## config.mk

```make
export PLATFORM = sky130hd
export DESIGN_NAME = display_scan_ctrl
export DESIGN_NICKNAME = d
export VERILOG_FILES = /design/src/rtl/display_scan_ctrl.sv
export SDC_FILE = /design/constraint.sdc
export NUM_CORES = 1
export LEC_CHECK = 0
export BUFFER_PORTS_ARGS = -buffer_cell sky130_fd_sc_hd__buf_2
export CELL_PAD_IN_SITES_DETAIL_PLACEMENT = 0
export CELL_PAD_IN_SITES_GLOBAL_PLACEMENT = 1
export CORE_MARGIN = 1
export CORE_UTILIZATION = 47
export DETAILED_ROUTE_END_ITERATION = 10
export PLACE_DENSITY_LB_ADDON = 0.1
export SLEW_MARGIN = 20
export SYNTH_ARGS = -nofsm -noshare
export SYNTH_HDL_FRONTEND = slang
export SYNTH_SLANG_ARGS = --single-unit
export TNS_END_PERCENT = 1
```

## constraint.sdc

```tcl
create_clock -name clk -period 2.25 [get_ports clk]
set_clock_uncertainty 0.1 [all_clocks]
set_input_delay 0.45 -clock clk [delete_from_list [all_inputs] [get_ports clk]]
set_output_delay 0.45 -clock clk [all_outputs]
set_load 0.005 [all_outputs]
```

## src/rtl/display_scan_ctrl.sv

```systemverilog
// display_scan_ctrl
// Time-multiplexes NUM_DIGITS 4-bit codes onto one shared segment decoder.
// Each digit owns a PRESCALE-cycle slot whose first BLANK_CYCLES cycles keep
// every digit dark to avoid ghosting. New codes arrive through a load/ack
// handshake into a shadow register and are committed to the active register
// only on the last cycle of the final digit's slot, so a frame never mixes
// old and new data. All outputs are registered.
module display_scan_ctrl #(
  parameter int NUM_DIGITS   = 4,
  parameter int PRESCALE     = 1000,
  parameter int BLANK_CYCLES = 16
) (
  input  logic                      clk,
  input  logic                      rst,
  input  logic                      enable,
  input  logic                      load,
  input  logic [4*NUM_DIGITS-1:0]   load_data,
  output logic                      load_ack,
  output logic [3:0]                dec_code,
  output logic [NUM_DIGITS-1:0]     digit_en,
  output logic                      frame_start
);

  localparam int CNT_W = (PRESCALE > 1) ? $clog2(PRESCALE) : 1;
  localparam int IDX_W = $clog2(NUM_DIGITS);

  localparam logic [CNT_W-1:0] LAST_SLOT  = CNT_W'(PRESCALE - 1);
  localparam logic [CNT_W-1:0] BLANK_LAST = CNT_W'(BLANK_CYCLES - 1);
  localparam logic [IDX_W-1:0] LAST_DIGIT = IDX_W'(NUM_DIGITS - 1);

  typedef enum logic {
    BLANK = 1'b0,
    SHOW  = 1'b1
  } phaseType;

  phaseType                  phase, phaseNext;
  logic [CNT_W-1:0]          slotCnt, slotCntNext;
  logic [IDX_W-1:0]          digitIdx, digitIdxNext;
  logic [4*NUM_DIGITS-1:0]   shadowReg, shadowNext;
  logic [4*NUM_DIGITS-1:0]   activeReg, activeNext;
  logic                      pending, pendingNext;
  logic                      loadAckReg, loadAckNext;
  logic [3:0]                decCodeReg, decCodeNext;
  logic [NUM_DIGITS-1:0]     digitEnReg, digitEnNext;
  logic                      frameStartReg, frameStartNext;
  logic                      slotEnd;

  assign slotEnd = (slotCnt == LAST_SLOT);

  // Next-state logic: counters, blank/show phase, handshake and frame commit
  always_comb begin
    phaseNext      = phase;
    slotCntNext    = slotCnt;
    digitIdxNext   = digitIdx;
    shadowNext     = shadowReg;
    activeNext     = activeReg;
    pendingNext    = pending;
    loadAckNext    = 1'b0;
    decCodeNext    = decCodeReg;
    digitEnNext    = '0;
    frameStartNext = 1'b0;

    // Capture is independent of enable; a full shadow back-pressures load
    if (load && !pending) begin
      shadowNext  = load_data;
      pendingNext = 1'b1;
      loadAckNext = 1'b1;
    end

    if (enable) begin
      frameStartNext = (slotCnt == '0) && (digitIdx == '0);

      if (slotCnt == '0) begin
        decCodeNext = activeReg[{digitIdx, 2'b00} +: 4];
      end

      unique case (phase)
        BLANK: begin
          if (slotCnt == BLANK_LAST) begin
            phaseNext = SHOW;
          end
        end
        SHOW: begin
          digitEnNext = NUM_DIGITS'(1) << digitIdx;
          if (slotEnd) begin
            phaseNext = BLANK;
          end
        end
        default: phaseNext = BLANK;
      endcase

      if (slotEnd) begin
        slotCntNext = '0;
        if (digitIdx == LAST_DIGIT) begin
          digitIdxNext = '0;
          // Commit and capture are exclusive: commit needs pending, capture needs it clear
          if (pending) begin
            activeNext  = shadowReg;
            pendingNext = 1'b0;
          end
        end else begin
          digitIdxNext = digitIdx + IDX_W'(1);
        end
      end else begin
        slotCntNext = slotCnt + CNT_W'(1);
      end
    end
  end

  // State and output registers with asynchronous reset
  always_ff @(posedge clk or posedge rst) begin
    if (rst) begin
      phase         <= BLANK;
      slotCnt       <= '0;
      digitIdx      <= '0;
      shadowReg     <= '0;
      activeReg     <= '0;
      pending       <= 1'b0;
      loadAckReg    <= 1'b0;
      decCodeReg    <= '0;
      digitEnReg    <= '0;
      frameStartReg <= 1'b0;
    end else begin
      phase         <= phaseNext;
      slotCnt       <= slotCntNext;
      digitIdx      <= digitIdxNext;
      shadowReg     <= shadowNext;
      activeReg     <= activeNext;
      pending       <= pendingNext;
      loadAckReg    <= loadAckNext;
      decCodeReg    <= decCodeNext;
      digitEnReg    <= digitEnNext;
      frameStartReg <= frameStartNext;
    end
  end

  assign load_ack    = loadAckReg;
  assign dec_code    = decCodeReg;
  assign digit_en    = digitEnReg;
  assign frame_start = frameStartReg;

endmodule
```

==> impl_metrics.toml <==
[clocking]
clk_latency_ns = 0.30
ctsHoldBuffers = 0
cts_made_buffers = 5
cts_tree = "done"
postCtsSetupRepairBufs = 0
cts_resized = 0
cts.clk_slew.worst_paths_ns = 0.09
cts_buffer_depth = 2
clockRootBuffer = "clkbuf_8"
clock_sinks = 56
htreeDepth = 2

[logic_synthesis]
ys_seq_elements = 56
netlist_area_um2 = 2410
synth_nets = 196
synth_ff_type = "dfrtp_1"
ys_warn_count = 0
synthArstFlopShare = 1.00
synth_edf_count = 0
avgSynthCellArea_um2 = 14.2
ys_types = 32
seq_area_frac_synth = 0.582
syn_inst = 170

[job]
drv_cap = 0

[routing]
finalWirelength_mm = 4.14
avgViaCountPerCell = 5.27
drtIter0Drc = 39
wire_per_inst_um = 15.1
vias = 1440
drc_errors = 0
postRouteAntennaNets = 0
firstDrtPassIters = 4

[power_and_ir_drop]
ir_worst_vdd_uv = 362
power.density_nw_per_um2 = 724
comb_power_share = 0.111
switchingPower_uw = 521
switching_share = 0.263
p_seq_frac = 0.614
power.share.clock = 0.275
cellLeakagePower_nw = 1.35
p_int_mw = 1.46

[grt]
grt_max_degree = 32
grt_overflow = 0
grt.total_usage = 0.178
grt_pass1_vias = 1528
grt_pass1_wl_mm = 7.14
antenna_found_initial = 0

[placement]
place_congestion = 0.756
placed_cell_area_um2 = 2650
numPortBuffers = 29
dpl.hpwl_mm = 3.03

[finish]
area.growth.synth_to_final_pct = 14.0
drive_gt1_frac = 0.427
fin_area_um2 = 2740
diodes = 0
fin_nets = 231

[sta]
fmax_mhz = 504
setup_violations = 0
post-route-period-util = 0.881
rsz0062_at_grt = "no"
finalHoldViolCount = 0
fin_crit_ns = 1.98
slew_headroom = 0.628
worst_pin_slew_ns = 0.558
tns_ns = 0
report.final.slew_viol_count = 0

[worst_setup_path]
critical-path-top-delay-family = "flip-flops"
arrival_ns = 2.07
end_kind = "flop"
worstPathCellList = "ha_1 -> nand3_1 -> nor4_4 -> buf_4 -> mux2_2"
critPathLaunchType = "flop"
cp_num_buf_inv = 1
worstPathRequired_ns = 2.34
crit_path_max_incr_delay_ns = 0.55
cp_slowest_cell = "dfrtp_1"
cp_max_fo = 17
critPathKind = "reg -> reg"

[run_status]
outcome = "finished, final reports clean"

[floorplanning]
initial_utilization = 0.499
die_width_um = 73.6
coreArea_um2 = 4820
die_h_um = 73.6
dieArea_um2 = 5410
rows = 25
ios = 30

[min_path]
hold_path.class = "in -> async"
routing by layer:
| metal | vias to the layer above | GRT usage | routed length [µm] | part of all wire |
|---|---|---|---|---|
| li1 | 684 | - | - | - |
| met3 | 6 | 0.0412 | 120 | 0.029 |
| met4 | 0 | 0.0577 | 50 | 0.012 |
| met2 | 21 | 0.312 | 2170 | 0.53 |
| met1 | 729 | 0.216 | 1790 | 0.43 |
| met5 | - | 0 | 0 | 0 |
logic make-up (layout without fill, tap and decap cells):
| group | after synthesis | in the layout | share of synthesized area |
|---|---|---|---|
| adders and majority gates | 6 | 6 | 0.0312 |
| muxes | 43 | 43 | 0.219 |
| buffers and inverters | 13 | 49 | 0.0239 |
| AOI/OAI and AO/OA | 15 | 15 | 0.0354 |
| and+or+nand+nor | 35 | 35 | 0.100 |
| DFF | 56 | 56 | 0.582 |
| xor gates and xnor gates | 2 | 2 | 0.00728 |
flip-flops by register name, summed over array words and instances, names as in the netlist:
| signal | cells |
|---|---|
| phase | 1 |
| dec_code | 4 |
| shadowReg | 16 |
| slotCnt | 10 |
| digit_en | 4 |
| digitIdx | 2 |
| activeReg | 16 |
| frame_start | 1 |
| load_ack | 1 |
| pending | 1 |
path summary, 6_finish.rpt:
path / startpoint / endpoint / slack (ns) / cells after the start
max: digitIdx[1]$_DFFE_PP0P_ / activeReg[12]$_DFFE_PP0P_ / 0.27 / 5
min: rst / shadowReg[8]$_DFFE_PP0P_ / 0.09 / 2
max reg2reg: digitIdx[1]$_DFFE_PP0P_ / activeReg[12]$_DFFE_PP0P_ / 0.27 / 5
min reg2reg: dec_code[0]$_DFFE_PP0P_ / dec_code[0]$_DFFE_PP0P_ / 0.41 / 1
max in group asynchronous: rst / shadowReg[2]$_DFFE_PP0P_ / 1.41 / 3
min in group clk: load_data[14] / shadowReg[14]$_DFFE_PP0P_ / 0.28 / 2
placed cells by master, fill, tap and decap left out, types with 2 or more instances in the layout:
cell type  Yosys  layout
a21oi_1        5       5
and3_1         4       4
buf_2          1      29
buf_4          0       4
clkbuf_1       3       2
clkbuf_8       0       6
dfrtp_1       56      56
ha_1           6       6
inv_1          7       6
mux2_2        38      38
mux4_2         4       4
nand2_1        4       4
nand3_1        3       3
nand4_1        4       4
nor2_1         5       5
o21ai_0        6       6
o31ai_1        2       2
or3_1          4       4
or4_1          2       2
xnor2_1        2       2
stage by stage:
stage          hold slack, ns  setup slack (ns)  utilization  std cells  power (mW)
3_3_place_gp            0.386             0.290        0.551        265        1.44
6_report               0.0906             0.267        0.570        273        1.99
4_1_cts                 0.102             0.263        0.570        273        2.02
3_5_place_dp            0.393             0.287        0.551        265        1.47
2_1_floorplan           0.375             0.306            -        170        1.37
5_1_grt                 0.128             0.170        0.570        273        2.09
power by group through the flow:
stage | Combinational [mW] | Clock [mW] | Sequential [mW]
2_1_floorplan | 0.185 | 0 | 1.19
3_3_place_gp | 0.212 | 0 | 1.23
3_5_place_dp | 0.226 | 0 | 1.24
4_1_cts | 0.226 | 0.578 | 1.22
5_1_grt | 0.249 | 0.601 | 1.24
6_report | 0.221 | 0.546 | 1.22
layout make-up:
class / instances / area (µm²)
clock buffer: 8 / 90.1
fill: 439 / 2070
inverter: 7 / 26.3
multi-input combinational: 101 / 947
sequential: 56 / 1400
tap: 67 / 83.8
timing repair buffer: 34 / 195
worst reg2reg max path, stage by stage (launching register included):
cell and delay [ns]:
dfrtp_1 0.55, ha_1 0.27, nand3_1 0.13, nor4_4 0.16
buf_4 0.29, mux2_2 0.37
Yosys cell counts, types with 2 or more instances:
cell / number / share of area
dfrtp_1: 56 / 0.58
mux2_2: 38 / 0.18
inv_1: 7 / 0.011
ha_1: 6 / 0.031
o21ai_0: 6 / 0.012
a21oi_1: 5 / 0.010
nor2_1: 5 / 0.0078
and3_1: 4 / 0.010
mux4_2: 4 / 0.037
nand2_1: 4 / 0.0062
nand4_1: 4 / 0.010
or3_1: 4 / 0.010
clkbuf_1: 3 / 0.0047
nand3_1: 3 / 0.0062
o31ai_1: 2 / 0.0062
or4_1: 2 / 0.0062
xnor2_1: 2 / 0.0073
Power figures use the tool's default switching activity.
